**src/rtl/fpu_pkg.sv**
```systemverilog
// Shared FP64 definitions for the FPU multiply path: widths, latency, flag payload and constants.
package fpu_pkg;

   localparam int unsigned FP64_W      = 64;
   localparam int unsigned MUL_LATENCY = 2;

   localparam logic [FP64_W-1:0] FP64_ONE = 64'h3FF0000000000000;
   localparam logic [FP64_W-1:0] FP64_TWO = 64'h4000000000000000;

   typedef struct packed {
      logic exception;
      logic overflow;
      logic underflow;
   } fp_flags_t;

endpackage

```
**src/rtl/fpu_rr_arbiter.sv**
```systemverilog
// Combinational round-robin arbiter; search starts one past the previous winner.
module fpu_rr_arbiter #(
   parameter int unsigned N = 4
) (
   input  logic [N-1:0]           req,
   input  logic [$clog2(N)-1:0]   last_grant,
   input  logic                   enable,
   output logic [N-1:0]           grant,
   output logic [$clog2(N)-1:0]   grant_idx
);

   localparam int unsigned IDX_W = $clog2(N);

   logic              w_found;
   logic [IDX_W-1:0]  w_idx;
   int unsigned       w_cand;

   // First requester found walking forward from last_grant+1 wins.
   always_comb begin
      w_found = 1'b0;
      w_idx   = '0;
      w_cand  = 0;
      for (int unsigned k = 1; k <= N; k++) begin
         w_cand = (32'(last_grant) + k) % N;
         if (!w_found && req[IDX_W'(w_cand)]) begin
            w_found = 1'b1;
            w_idx   = IDX_W'(w_cand);
         end
      end
   end

   assign grant_idx = w_idx;
   assign grant     = (enable && w_found) ? (N'(1) << w_idx) : '0;

endmodule

```
**src/rtl/fpu_mul_scheduler.sv**
```systemverilog
// Round-robin scheduler sharing one external 2-stage FP64 multiplier among NUM_REQ requesters.
// Define FPU_MUL_SCHED_PERF_EN to add saturating issue/stall/idle counters.
module fpu_mul_scheduler
   import fpu_pkg::*;
#(
   parameter int unsigned NUM_REQ = 4,
   parameter int unsigned ID_W    = $clog2(NUM_REQ)
) (
   input  logic                       clk,
   input  logic                       reset,
   input  logic [NUM_REQ-1:0]         req_valid,
   output logic [NUM_REQ-1:0]         req_ready,
   input  logic [FP64_W*NUM_REQ-1:0]  req_a,
   input  logic [FP64_W*NUM_REQ-1:0]  req_b,
   output logic                       rsp_valid,
   input  logic                       rsp_ready,
   output logic [ID_W-1:0]            rsp_id,
   output logic [FP64_W-1:0]          rsp_result,
   output logic [2:0]                 rsp_flags,
   output logic                       mul_enable,
   output logic [FP64_W-1:0]          mul_a,
   output logic [FP64_W-1:0]          mul_b,
   input  logic [FP64_W-1:0]          mul_result,
   input  logic                       mul_exception,
   input  logic                       mul_overflow,
   input  logic                       mul_underflow
`ifdef FPU_MUL_SCHED_PERF_EN
  ,output logic [31:0]                perf_issued
  ,output logic [31:0]                perf_stall
  ,output logic [31:0]                perf_idle
`endif
);

   logic              r_v1;
   logic              r_v2;
   logic [ID_W-1:0]   r_id1;
   logic [ID_W-1:0]   r_id2;
   logic [ID_W-1:0]   r_last_grant;

   logic              w_advance;
   logic              w_arb_en;
   logic              w_issue;
   logic [NUM_REQ-1:0] w_grant;
   logic [ID_W-1:0]   w_gnt_idx;
   fp_flags_t         w_flags;

   logic [FP64_W-1:0] w_op_a [NUM_REQ];
   logic [FP64_W-1:0] w_op_b [NUM_REQ];

   for (genvar gi = 0; gi < NUM_REQ; gi++) begin : g_unpack
      assign w_op_a[gi] = req_a[FP64_W*gi +: FP64_W];
      assign w_op_b[gi] = req_b[FP64_W*gi +: FP64_W];
   end

   // The shadow pipeline and the multiplier move only when the output slot can drain.
   assign w_advance  = !r_v2 || rsp_ready;
   assign mul_enable = w_advance;
   assign w_arb_en   = w_advance && !reset;
   assign w_issue    = w_arb_en && (|req_valid);

   fpu_rr_arbiter #(
      .N          (NUM_REQ)
   ) u_arb (
      .req        (req_valid),
      .last_grant (r_last_grant),
      .enable     (w_arb_en),
      .grant      (w_grant),
      .grant_idx  (w_gnt_idx)
   );

   assign req_ready = w_grant;

   always_comb begin
      mul_a = '0;
      mul_b = '0;
      if (w_issue) begin
         mul_a = w_op_a[w_gnt_idx];
         mul_b = w_op_b[w_gnt_idx];
      end
   end

   // v1/id1 track multiplier stage 1, v2/id2 track its output register.
   always_ff @(posedge clk or posedge reset) begin
      if (reset) begin
         r_v1         <= 1'b0;
         r_v2         <= 1'b0;
         r_id1        <= '0;
         r_id2        <= '0;
         r_last_grant <= ID_W'(NUM_REQ - 1);
      end else if (w_advance) begin
         r_v1  <= w_issue;
         r_v2  <= r_v1;
         r_id2 <= r_id1;
         if (w_issue) begin
            r_id1        <= w_gnt_idx;
            r_last_grant <= w_gnt_idx;
         end
      end
   end

   always_comb begin
      w_flags.exception = mul_exception;
      w_flags.overflow  = mul_overflow;
      w_flags.underflow = mul_underflow;
   end

   assign rsp_valid  = r_v2;
   assign rsp_id     = r_id2;
   assign rsp_result = mul_result;
   assign rsp_flags  = w_flags;

`ifdef FPU_MUL_SCHED_PERF_EN
   logic [31:0] r_perf_issued;
   logic [31:0] r_perf_stall;
   logic [31:0] r_perf_idle;

   // Saturating event counters.
   always_ff @(posedge clk or posedge reset) begin
      if (reset) begin
         r_perf_issued <= '0;
         r_perf_stall  <= '0;
         r_perf_idle   <= '0;
      end else begin
         if (w_issue && (r_perf_issued != '1))
            r_perf_issued <= r_perf_issued + 32'd1;
         if (!w_advance && (r_perf_stall != '1))
            r_perf_stall <= r_perf_stall + 32'd1;
         if (w_advance && !w_issue && (r_perf_idle != '1))
            r_perf_idle <= r_perf_idle + 32'd1;
      end
   end

   assign perf_issued = r_perf_issued;
   assign perf_stall  = r_perf_stall;
   assign perf_idle   = r_perf_idle;
`endif

endmodule

```
**config.mk**
```make
export PLATFORM = sky130hd
export DESIGN_NAME = fpu_mul_scheduler
export DESIGN_NICKNAME = d
export VERILOG_FILES = /design/src/rtl/fpu_pkg.sv /design/src/rtl/fpu_rr_arbiter.sv /design/src/rtl/fpu_mul_scheduler.sv
export SDC_FILE = /design/constraint.sdc
export NUM_CORES = 1
export LEC_CHECK = 0
export ABC_AREA = 1
export ABC_CLOCK_PERIOD_IN_PS = 3100
export CAP_MARGIN = 30
export CORE_AREA = 2 2 309 311
export CTS_CLUSTER_SIZE = 20
export DETAILED_ROUTE_END_ITERATION = 8
export DIE_AREA = 0 0 311 313
export GPL_TIMING_DRIVEN = 1
export HOLD_SLACK_MARGIN = 0.15
export PLACE_DENSITY = 0.35
export SLEW_MARGIN = 20
export SYNTH_ARGS = -nofsm -noshare
export SYNTH_HDL_FRONTEND = slang
export SYNTH_SLANG_ARGS = --single-unit
```
**constraint.sdc**
```tcl
create_clock -name clk -period 3.1 [get_ports clk]
set_clock_uncertainty 0.05 [all_clocks]
set_input_delay 0.62 -clock clk [delete_from_list [all_inputs] [get_ports clk]]
set_output_delay 0.62 -clock clk [all_outputs]
set_load 0.005 [all_outputs]
```
# After elaboration in Yosys (flattened, before gate mapping)
# Index checks and enable logic that the tools add are counted.
[word_totals]
ff_bits = 8
latch_bits = 0
ramBits = 0
rom_bits = 0
wordCells = 55
mem_count = 0
[op_classes]
n_addsub = 4
multipliers = 0
div_mod_pow = 0
n_lt_le_gt_ge = 5
eq_ne = 0
n_shift = 1
muxes = 25
bitwise_logic = 1
n_reduce_logical = 14
[op_table]
columns = ["cell", "n"]
rows = [
  ["$mux 64", 6],
  ["$bmux 64 s2", 2],
  ["$lt 2x3->1 const B", 4],
  ["$bmux 1 s2", 4],
  ["$mux 1", 8],
  ["$mux 2", 4],
  ["$logic_and 1x1->1", 6],
  ["$logic_not 1->1", 5],
  ["$add 2x1->2 const B", 2],
  ["$add 2x2->2 const B", 2],
  ["$mux 4", 1],
  ["$reduce_or 4->1", 1],
  ["$shl 1x2->4 const A", 1],
  ["$ge 3x3->1 const B", 1],
  ["$not 2->3", 1],
  ["$reduce_and 2->1", 1],
  ["$logic_or 1x1->1", 1],
]

# Longest topological paths before layout
# Gate-level depths: netlist of run 1.
[depth]
depth_word = 18
depth_mapped = 16

# Modules after synthesis
# From an unflattened synthesis of run 1, not the netlist that was laid out.
[hier_totals]
cells_unflattened = 1680
area_unflattened_um2 = 7741.2
[modules_own_cells]
columns = ["mod", "instances", "cells_per_inst", "area_each_um2", "seq_area_each_um2"]
rows = [
  ["fpu_mul_scheduler", 1, 1611, 7403.4, 202.7],
  ["fpu_rr_arbiter", 1, 69, 337.8, 0.0],
]

# Worst setup path before layout of run 1
# OpenSTA, ideal clock, no wires.
[synth_timing]
path_kind = "reg2out"
start = "register r_last_grant[0]"
end = "output port mul_a[14]"
arrival_ps = 1913
required_time_ps = 2430
path_slack_ps = 517
path_stages_with_launch = 16
n_path_buf = 3
path_cell_list = "dfstp_2 -> buf_4 -> inv_4 -> nand2_1 -> nand2_2 -> nand2_1 -> nand2_1 -> nand2_2 -> nand2_1 -> nand2_1 -> nand2_1 -> a21oi_2 -> buf_2 -> buf_2 -> nand2_1 -> a21oi_1"
[synth_between]
elab_chain_cells = 18
elab_cells_between_ends = 30
classes_between = "add/sub (4); mux (19); bitwise (1); reduce/logical (6)"
[synth_rtl]
columns = ["item", "line", "text"]
rows = [
  ["from (decl)", "fpu_mul_scheduler.sv:38", "logic [ID_W-1:0] r_last_grant;"],
  ["from (signal assigned)", "fpu_mul_scheduler.sv:89", "r_last_grant <= ID_W'(NUM_REQ - 1);"],
  ["from (signal assigned)", "fpu_mul_scheduler.sv:96", "r_last_grant <= w_gnt_idx;"],
  ["$add 2x1->2", "fpu_rr_arbiter.sv:24", "w_cand = (32'(last_grant) + k) % N;"],
  ["$bmux 1 s2", "fpu_rr_arbiter.sv:25", "if (!w_found && req[IDX_W'(w_cand)]) begin"],
  ["$mux 1 (not written as such)", "fpu_rr_arbiter.sv:25", ""],
  ["$mux 1", "fpu_rr_arbiter.sv:25", ""],
  ["$logic_not 1->1", "fpu_rr_arbiter.sv:25", ""],
  ["$logic_and 1x1->1", "fpu_rr_arbiter.sv:25", ""],
  ["$mux 1", "fpu_rr_arbiter.sv:25", ""],
  ["$logic_not 1->1", "fpu_rr_arbiter.sv:25", ""],
  ["$logic_and 1x1->1", "fpu_rr_arbiter.sv:25", ""],
  ["$mux 1", "fpu_rr_arbiter.sv:25", ""],
  ["$logic_not 1->1", "fpu_rr_arbiter.sv:25", ""],
  ["$logic_and 1x1->1", "fpu_rr_arbiter.sv:25", ""],
  ["$mux 2 *", "fpu_rr_arbiter.sv:25", ""],
  ["$not 2->3 (not written as such) *", "fpu_mul_scheduler.sv:77", "mul_a = w_op_a[w_gnt_idx];"],
  ["$bmux 64 s2 *", "fpu_mul_scheduler.sv:77", ""],
  ["$mux 64 (not written as such) * (2 in a row)", "fpu_mul_scheduler.sv:77", ""],
  ["$mux 64 *", "fpu_mul_scheduler.sv:76", "if (w_issue) begin"],
  ["to (decl)", "fpu_mul_scheduler.sv:21", "output logic [FP64_W-1:0] mul_a,"],
]
# Every way passes the cells marked *; elsewhere a longest branch is shown, timed or not. The select of a mux whose other input is x is not followed.

# Worst setup path in the final report of run 1
# Same ends and word-level chain as after synthesis.

==> flow_summary.json, run 1 <==
{
  "status": "finished, violations left",
  "power.leakage_nw": 8.55,
  "start_util": 0.0736,
  "setup.worst_path.end_class": "output pin",
  "hold_class": "reg2reg",
  "cts_buffers": 3,
  "final_util": 0.201,
  "p_per_area_nw_per_um2": 1520,
  "hold_violations": 0,
  "synth_area_per_cell_um2": 4.76,
  "grt_pass1_wl_um": 99600,
  "required_ns": 2.43,
  "grt_max_degree": 43,
  "portBuffers": 654,
  "ant_nets": 0,
  "mostFrequentLayoutCell": "nand2_1",
  "hold_slack_ns": 0.388,
  "syn_area_um2": 6930,
  "clkLatencyLatePin_ns": 0.23,
  "cts_buffer_depth": 2,
  "crit_path_max_fanout": 8,
  "r2r_slack_ns": 0.81,
  "start_kind": "flop",
  "crit_chain": "inv_4 > nand2_2 > nand2_4 > nand2_4 > buf_4 > buf_4 > nand4_1 > buf_4 > o21ai_4 > buf_6 > buf_12 > buf_6 > buf_4 > nand2_1 > a21oi_2 > clkdlybuf4s15_2",
  "synth_nets": 2041,
  "critical-path-top-delay-family": "buffers and inverters",
  "yosysWarnings": 0,
  "seq_area_frac_synth": 0.0293,
  "cpPeakStageDelay_ns": 0.57,
  "rows": 113,
  "syn-instance-count": 1455,
  "grt_overflow_total": 0,
  "cts.sinks": 8,
  "violations": "negative setup slack",
  "placedCellCount": 3352,
  "combPwrFrac": 0.986,
  "finalCritPeriodShare": 1.09,
  "seq_power_share": 0.007,
  "switching_share": 0.511,
  "hold_buffers": 0,
  "cp.buffers_inverters": 9,
  "die_area_um2": 97300,
  "p_switching_w": 0.0147,
  "die_h_um": 313,
  "drc_errors": 0,
  "ios": 789,
  "mostFrequentLayoutCells": "622 x nand2_1, 518 x clkdlybuf4s50_1, 258 x nand4_1",
  "syn2layout_area_growth_pct": 172,
  "pwr-share-clk": 0.008,
  "min_period_ns": 3.38,
  "yosys.area.top_type": "nand2_1",
  "drt_wl_total_um": 73900,
  "gp_congestion": 0.871,
  "relSlewSlack": 0.724,
  "fin_nets": 2817,
  "crit_type": "reg2out",
  "drive_above_1_share": 0.338,
  "drv_slew": 0,
  "wl_per_cell_um": 21.1,
  "p_int_w": 0.0140,
  "cap_violations": 0,
  "crit_slowest_cell": "dfstp_2",
  "synth_top_area_frac": 0.436,
  "viasPerCell": 3.79,
  "dr.first_iter.drc_count": 885,
  "rsz0062_at_grt": "yes",
  "synth_area_leaders": "nand2_1 44%, nand4_1 23%, buf_4 10%, a21oi_1 9.4%, buf_2 5.3%",
  "die_w_um": 311,
  "setup_slack_ns": -0.282,
  "crit_top_cell": "buf_4",
  "synth.distinct_cells": 20,
  "first_pass_iters": 5,
  "grt_pass1_vias": 13400,
  "cts_max_level": 1,
  "synth-seq-cells": 8,
  "vias": 13300,
  "max_freq_mhz": 296,
  "cts_tree": "yes",
  "dp_hpwl_um": 53500,
  "antenna_found_initial": 9,
  "setup_viol": 130,
  "worstMarginPinSlew_ns": 0.415,
  "core-area_um2": 94200,
  "vdd_drop_max_mv": 0.687,
  "grt.total_usage": 0.140,
  "path_clk_slew_ns": 0.04,
  "cts-root-buf": "clkbuf_16",
  "layoutNonFillerInstCount": 3500,
  "cp.arrival_ns": 2.71
}
## cell families after synthesis
kind of cell	Yosys count	share of synthesized area
buffers and inverters	232	0.190
AND/OR/NAND/NOR	1078	0.681
AO/OA/AOI/OAI	137	0.100
flip-flops	8	0.0293
## repair_timing
item / CTS / global route
pin swaps: 94 / 113
buffers inserted: 103 / 25
gates cloned: 24 / 6
setup endpoints to repair: 132 / 132
resized for setup: 828 / 223
## tightest hold or removal path, delay by kind of cell, from the launching register on
family        cells  cell delay, ns
simple gates      1            0.05
buf+inv           1            0.04
flops             1            0.31
## per-stage QoR
stage               setup TNS, ns  total power [W]  setup slack [ns]  cell area, um^2
CTS                        -26.94           0.0266            -0.323            18100
global placement          -104.22           0.0189             -1.11            15900
detailed placement        -100.17           0.0187             -1.05            15900
global route               -37.52           0.0308            -0.408            18900
finish                     -20.51           0.0287            -0.282            18900
floorplan                       0          0.00919             0.517             6930
## state kept, by name, indices dropped and copies added, names as in the netlist
name / count
r_last_grant: 2
rsp_id: 2
r_id1: 2
r_v1: 1
rsp_valid: 1
## metal layers
metal,vias up,part of all wire,GRT usage
met5,-,0.00058,0
met4,6,0.017,0.0220
met3,80,0.072,0.0294
met2,516,0.47,0.234
met1,6262,0.44,0.188
li1,6392,-,-
## power by group through the flow
stage               Sequential (W)  Combinational, W  Clock [W]
global placement          0.000200            0.0187          0
floorplan                 0.000175           0.00901          0
detailed placement        0.000197            0.0185          0
global route              0.000194            0.0304   0.000234
CTS                       0.000190            0.0262   0.000225
finish                    0.000188            0.0283   0.000221
## path summary, 6_finish.rpt
path | from | endpoint | cells past startpoint
min in group asynchronous | reset | rsp_id[0] | 3
hold / removal | r_v1 | rsp_valid | 2
max in group asynchronous | reset | r_last_grant[1] | 3
setup reg to reg | r_last_grant[0] | r_id1[0] | 16
setup / recovery | r_last_grant[0] | mul_a[14] | 16
hold reg to reg | r_v1 | rsp_valid | 2
## final cells by class
class / count / area, um^2
fill: 10900 / 75300
antenna: 5 / 12.5
clock buffer: 4 / 78.8
sequential: 8 / 203
multi-input combinational: 1215 / 6540
timing repair buffer: 993 / 10400
tap: 1265 / 1580
inverter: 10 / 50.0
## cells in the mapped netlist
cell type and n:
nand2_1 804, buf_2 74, dfstp_2 2, nand3_1 3, nand2_2 2, dfrtp_1 6, nand3_2 2, clkbuf_1 50
nor3_1 4, a21oi_1 130, nor2_1 5, a21oi_2 1, inv_2 3, buf_4 93, nand4_1 258, inv_1 6
inv_4 1, o21ai_0 5, o21ai_2 1, buf_1 5
No activity file was read; power rests on OpenSTA's default activity.
==> inputs of run 2 (changes only) <==
==> constraint.sdc (replaced) <==
create_clock -name clk -period 3.1 [get_ports clk]
set_clock_uncertainty 0.05 [all_clocks]
set_input_delay 0.465 -clock clk [delete_from_list [all_inputs] [get_ports clk]]
set_output_delay 0.465 -clock clk [all_outputs]
set_load 0.05 [all_outputs]
==> run 2 against run 1 <==
Effect of this change: the run still ends with negative setup slack left; sequential cell count unchanged; critical path depth unchanged; count of clock-buffer cells in the layout unchanged; via count about the same; first-iteration DRC count decreased by 25%; non-clock buffer count decreased by 38; sequential share of layout area decreased by 0.11 points; fmax decreased by 1.1%; final cell count decreased by 1.2%; critical path type unchanged.
==> flow_summary.json, run 2 (same netlist as run 1, synthesis figures left out) <==
{
  "status": "finished, violations left",
  "grt_pass1_vias": 13700,
  "required_ns": 2.58,
  "start_kind": "flop",
  "final_util": 0.224,
  "min_path_cells": 2,
  "r2r-end": "r_id1[1]",
  "cts-root-buf": "clkbuf_16",
  "hold_slack_ns": 0.394,
  "dr.first_iter.drc_count": 664,
  "cpPeakStageDelay_ns": 0.62,
  "cap_violations": 0,
  "crit_type": "reg2out",
  "rows": 113,
  "grt_overflow_total": 0,
  "cts_buffer_depth": 2,
  "placedCellCount": 3324,
  "cts_max_level": 1,
  "ant_nets": 0,
  "cts_tree": "yes",
  "worstSetupEndpoint": "req_ready[3]",
  "ff2ff_path_depth": 15,
  "vias": 13300,
  "antenna_found_initial": 8,
  "crit_top_cell": "buf_12",
  "crit_path_max_fanout": 8,
  "grt.total_usage": 0.152,
  "die_w_um": 311,
  "layoutNonFillerInstCount": 3459,
  "crit_chain": "clkinv_4 > nand2_4 > nand3_4 > nand2_4 > buf_6 > nand4_1 > buf_4 > nor2_4 > a21oi_4 > buf_8 > buf_12 > clkbuf_16 > buf_12 > nor3_4 > buf_6 > buf_12",
  "drive_above_1_share": 0.376,
  "worstMarginPinSlew_ns": 0.548,
  "setup_viol": 132,
  "gp_congestion": 0.859,
  "violations": "negative setup slack",
  "drv_slew": 0,
  "syn2layout_area_growth_pct": 204,
  "hold_violations": 0,
  "pre_cts_slack_ns": -0.410,
  "drc_errors": 0,
  "grt_pass1_wl_um": 107000,
  "max_freq_mhz": 292,
  "finalCritPeriodShare": 1.10,
  "die_h_um": 313,
  "fin_nets": 2779,
  "nFillCells": 10600,
  "drt_wl_total_um": 81300,
  "setup.worst_path.end_class": "output pin",
  "cts_buffers": 3,
  "viasPerCell": 3.83,
  "hold_class": "reg2reg",
  "crit_slowest_cell": "dfstp_2",
  "cts.sinks": 8,
  "r2r_slack_ns": 0.57,
  "ios": 789,
  "mostFrequentLayoutCells": "547 x nand2_1, 518 x clkdlybuf4s50_1, 258 x nand4_1",
  "r2r-start": "r_last_grant[0]",
  "hold_buffers": 0,
  "cp.arrival_ns": 2.91,
  "relSlewSlack": 0.634,
  "rsz0062_at_grt": "yes",
  "wl_per_cell_um": 23.5,
  "crit_start": "r_last_grant[0]",
  "portBuffers": 654,
  "path_clk_slew_ns": 0.04,
  "setup_slack_ns": -0.321,
  "start_util": 0.0736,
  "grt_max_degree": 65,
  "core-area_um2": 94200,
  "first_pass_iters": 5,
  "clkLatencyLatePin_ns": 0.23,
  "min_period_ns": 3.42,
  "mostFrequentLayoutCell": "nand2_1",
  "dp_hpwl_um": 57100,
  "die_area_um2": 97300
}
[run 2: critical path, delay by kind of cell, from the launching register on]
family                 cells  cell delay, ns
flip-flops                 1            0.62
AND/OR/NAND/NOR            6            0.66
buffers and inverters      9            1.33
AO/OA/AOI/OAI              1            0.05
[run 2: how the worst min path moves through the flow]
| stage | start | slack [ns] | to |
|---|---|---|---|
| floorplan | reset | 0.24 | r_id1[0] |
| detailed placement | r_v1 | 0.39 | rsp_valid |
| global route | r_v1 | 0.43 | rsp_valid |
| global placement | r_v1 | 0.39 | rsp_valid |
| CTS | r_v1 | 0.40 | rsp_valid |
| finish | r_v1 | 0.39 | rsp_valid |
[run 2: through the flow]
stage / cell area [um^2] / setup TNS (ns)
after global placement: 16200 / -30.21
after detailed placement: 16200 / -31.13
after CTS: 19500 / -19.79
after global routing: 21000 / -46.98
final: 21000 / -32.54
after floorplan: 7190 / -0.439
[run 2: layout make-up]
type / count / area (um^2) / area share
multi-input combinational: 1215 / 7490 / 0.356
timing repair buffer: 955 / 11600 / 0.553
tap: 1265 / 1580 / 0.0752
clock buffer: 4 / 78.8 / 0.00374
antenna: 2 / 5.00 / 0.000238
inverter: 10 / 47.5 / 0.00226
sequential: 8 / 203 / 0.00963
[run 2: routing by layer]
| layer | up-vias | routed length [um] | GRT usage |
|---|---|---|---|
| met5 | - | 39 | 0 |
| li1 | 6333 | - | - |
| met2 | 632 | 40500 | 0.276 |
| met1 | 6205 | 32300 | 0.179 |
| met3 | 75 | 6140 | 0.0420 |
| met4 | 6 | 2300 | 0.0304 |
[run 2: timing repair]
action,4_1_cts,5_1_grt
setup buffers,78,26
pin swaps,120,175
gates resized for setup,374,338
endpoints found under the setup margin,132,132
endpoints found under the hold margin,0,0
gates cloned,37,11
Power of run 2 is not shown: default switching activity piles up to over one toggle a cycle in this logic, so the estimate is an artifact.
==> RTL change 1 (config.mk and constraints of run 2) <==
Register the output `rsp_flags`; this adds one clock of latency there. The other outputs are not delayed to match.
--- a/src/rtl/fpu_mul_scheduler.sv
+++ b/src/rtl/fpu_mul_scheduler.sv
@@ -107,7 +107,9 @@
    assign rsp_valid  = r_v2;
    assign rsp_id     = r_id2;
    assign rsp_result = mul_result;
-   assign rsp_flags  = w_flags;
+   always_ff @(posedge clk) begin
+      rsp_flags <= w_flags;
+   end
 
 `ifdef FPU_MUL_SCHED_PERF_EN
    logic [31:0] r_perf_issued;
Behaviour: not the same (a bounded check fails within 4 cycles, from zero or initial values and one cycle with reset high).
==> RTL change 1 against run 2 <==
  * The run still ends with negative setup slack left
  * Routed wire length fell by 12%
  * Register-to-register slack improved by 0.26 ns
  * Design area fell by 4.5%
  * Core utilization fell by 1.0 points
  * Die area did not move
  * Synthesized area fell by 5.5%
  * Setup slack improved by 0.15 ns
  * Highest routed layer unchanged
  * Global-route usage fell by 2.4 points
  * Hold slack improved by 0.0075 ns
  * Sequential cell count rose by 3
  * Sequential share of layout area rose by 0.34 points
Power is left out: the tool's default activity adds up to more than one toggle a clock period on the data nets, which glitch-free logic cannot reach.
==> RTL change 1: results (changes against run 2) <==
placed_design:
  port_buffers: 660  # was 654
  dp_cells: 3303  # was 3,324
  dp_hpwl_mm: 54.0  # was 57.1 mm
  post_dp_cell_area_sq_um: 16700  # was 16,200 sq um
  routabilityCongestion: 0.847  # was 0.859
  dp_worst_setup_slack_ns: -0.400  # was -0.410 ns
logic_synthesis:
  synthFlopType: "dfrtp_1"  # unchanged
  yosys-top-cells-count: "nand2_1 (805), nand3_1 (260), a21oi_1 (130)"  # was nand2_1 (804), nand4_1 (258), a21oi_1 (130)
  synth_fp_nets: 2015  # was 2,041
  synth_cell_type_count: 23  # was 20
  synth_area_leaders: "nand2_1 (46%), nand3_1 (20%), a21oi_1 (9.9%), buf_4 (8.7%), buf_2 (6.7%)"  # was nand2_1 (44%), nand4_1 (23%), buf_4 (10%), a21oi_1 (9.4%), buf_2 (5.3%)
  yosysWarnings: 0  # unchanged
  postSynthCellCount: 1429  # was 1,455
  synthArstFlopShare_pct: 72.7  # was 100%
  ys_seq_area_share_pct: 4.01  # was 2.93%
worst_setup_path:
  cp_max_fo: 25  # was 8
  critPathMaxStageDelay_ns: 0.58  # was 0.62 ns
  r2r_slack_ns: 0.83  # was 0.57 ns
  crit_family: "simple AND/OR/NAND/NOR gates"  # was buffers and inverters
  crit_arrival_ns: 2.75  # was 2.91 ns
  crit_slowest_cell: "dfstp_2"  # unchanged
cells_and_area:
  layout.nets: 2706  # was 2,779
  final_cells: 3385  # was 3,459
  final_area_sq_um: 20100  # was 21,000 sq um
  largest-register: "rsp_flags"
  largest_reg_flops: 3
  drive_above_1_share_pct: 34.1  # was 37.6%
  fillers: 10600  # about the same
timing:
  relSlewSlack_pct: 61.9  # was 63.4%
  whs_ns: 0.402  # was 0.394 ns
  setup_ws_ns: -0.168  # was -0.321 ns
  setup_viol: 128  # was 132
  tns_ns: -9.96  # was -32.54 ns
cts:
  cts_root_buf: "clkbuf_16"  # unchanged
  cts_inserted_buffers: 3  # unchanged
  clk_path_buf_depth: 2  # unchanged
  clkTransAtPathRegs_ns: 0.04  # about the same
  insertion_delay_ns: 0.24
  cts-htree-levels: 1  # unchanged
global_routing:
  grt_pass1_wl_mm: 91.9  # was 107 mm
  grt_use_total_pct: 12.9  # was 15.2%
  grt_pass1_vias: 12500  # was 13,700
  grt_max_degree: 50  # was 65
  antenna_found_initial: 16  # was 8
drt:
  wl_met1_mm: 28.1  # was 32.3 mm
  wl_met3_mm: 6.96  # was 6.14 mm
  dr.first_iter.drc_count: 618  # was 664
  top_layer_used: "met5"  # unchanged
  dr.pass1.iters: 5  # unchanged
  wl_met2_mm: 34.7  # was 40.5 mm
  viasPerCell: 3.57  # was 3.83
  routedWlPerCell_um: 21.0  # was 23.5 um
hold_path:
  hp-class: "reg -> reg"  # unchanged
outcome:
  violations: "negative setup slack"  # unchanged
  status: "complete, but fails checks"  # unchanged
RTL change 1: cell count changes after synthesis, sizes merged:
cell,change
nand4,-256
nand3,+255
clkbuf,-31
dfxtp,+3
nand2,+2
nor2,-2
a21boi,+1
a21oi,-1
inv,+1
mux2,+1
nor3,+1
RTL change 1: final timing paths:
check	cells after the start	to	startpoint
max in group asynchronous	3	r_last_grant[0]	reset
min reg2reg	2	rsp_valid	r_v1
min in group asynchronous	3	r_v1	reset
max reg2reg	11	r_id1[1]	r_last_grant[0]
max	12	mul_a[33]	r_last_grant[0]
min	2	rsp_valid	r_v1
RTL change 1: what timing repair did:
item,4_1_cts,5_1_grt
cloned,16,23
pin swaps,111,116
gates resized for setup,259,268
buffers inserted,35,19
setup endpoints to repair,132,132
RTL change 1: layer usage:
layer | up-vias | track usage (%)
li1 | 5918 | -
met1 | 5522 | 14.8
met2 | 585 | 22.5
met3 | 66 | 5.20
met4 | 10 | 2.14
met5 | - | 0
RTL change 1: kinds of logic after synthesis:
group | share of synthesized area [%]
and+or+nand+nor | 67.2
AOI/OAI and AO/OA | 10.5
muxes | 0.172
DFF | 4.01
buffers and inverters | 18.1
RTL change 1: worst register-to-register path: cells and delay by family (launching register included):
| kind | cells | cell delay, ns |
|---|---|---|
| and+or+nand+nor | 5 | 0.75 |
| DFF | 1 | 0.58 |
| buffers and inverters | 4 | 0.55 |
| AOI/OAI and AO/OA | 2 | 0.22 |
RTL change 1: final cells by class:
type | count | share of cell area, %
inverter | 11 | 0.348
timing repair inverter | 1 | 0.0995
antenna | 1 | 0.0124
sequential | 11 | 1.31
multi-input combinational | 1216 | 34.2
tap | 1265 | 7.87
timing repair buffer | 876 | 55.7
clock buffer | 4 | 0.392
==> RTL change 2 (flow settings as in run 2) <==
Without the edit above. `NUM_REQ`: 4 -> 8.
--- a/src/rtl/fpu_mul_scheduler.sv
+++ b/src/rtl/fpu_mul_scheduler.sv
@@ -3,7 +3,7 @@
 module fpu_mul_scheduler
    import fpu_pkg::*;
 #(
-   parameter int unsigned NUM_REQ = 4,
+   parameter int unsigned NUM_REQ = 8,
    parameter int unsigned ID_W    = $clog2(NUM_REQ)
 ) (
    input  logic                       clk,
Ports: changed (5 resized); port bits go from 789 to 1310. No check against the original RTL was run, so the function may have changed too.
==> RTL change 2 against run 2 <==
  * The flow now stops in I/O pin placement
  * Synthesized area grew 93%
==> RTL change 2: results (changes against run 2) <==
logic_synthesis:
  synthArstFlopShare_pct: 100  # unchanged
  muxShareOfSynthArea_pct: 0  # unchanged
  yosysTopAreaCellShare_pct: 26.8  # was 43.6%
  postSynthCellCount: 3007  # was 1,455
  synth_cell_type_count: 38  # was 20
  synthFlopType: "dfrtp_1"  # unchanged
  synth_compound_area_share_pct: 14.1  # was 10.0%
  synth_area_leaders: "nand2_1 (27%), inv_1 (15%), nor2_1 (13%), nand3_1 (12%), o21ai_1 (12%)"  # was nand2_1 (44%), nand4_1 (23%), buf_4 (10%), a21oi_1 (9.4%), buf_2 (5.3%)
  yosysWarnings: 0  # unchanged
  ys_seq_area_share_pct: 2.08  # was 2.93%
  yosys-top-cells-count: "nand2_1 (956), inv_1 (546), nor2_1 (480)"  # was nand2_1 (804), nand4_1 (258), a21oi_1 (130)
  synth_fp_nets: 4111  # was 2,041
  synth_xor_area_share_pct: 0.252  # was 0%
  ys_ff_latch: 11  # was 8
  synthAdderAreaFrac_pct: 0.187  # was 0%
outcome:
  flow.stopped_at: "I/O pin placement"
  status: "stopped before the end"  # was complete, but fails checks
  stop_error: "[ERROR PPL-0024] Number of IO pins (1310) exceeds maximum number of available positions (1124). Increase the die perimeter from 1248.00um to 1781.60um."
die:
  fp.dieW_um: 311  # unchanged
RTL change 2: kinds of logic after synthesis:
kind of cell | Yosys count
simple gates | 1806
buf+inv | 813
compound gates | 372
flops | 11
xor+xnor | 3
fa+ha+maj | 2
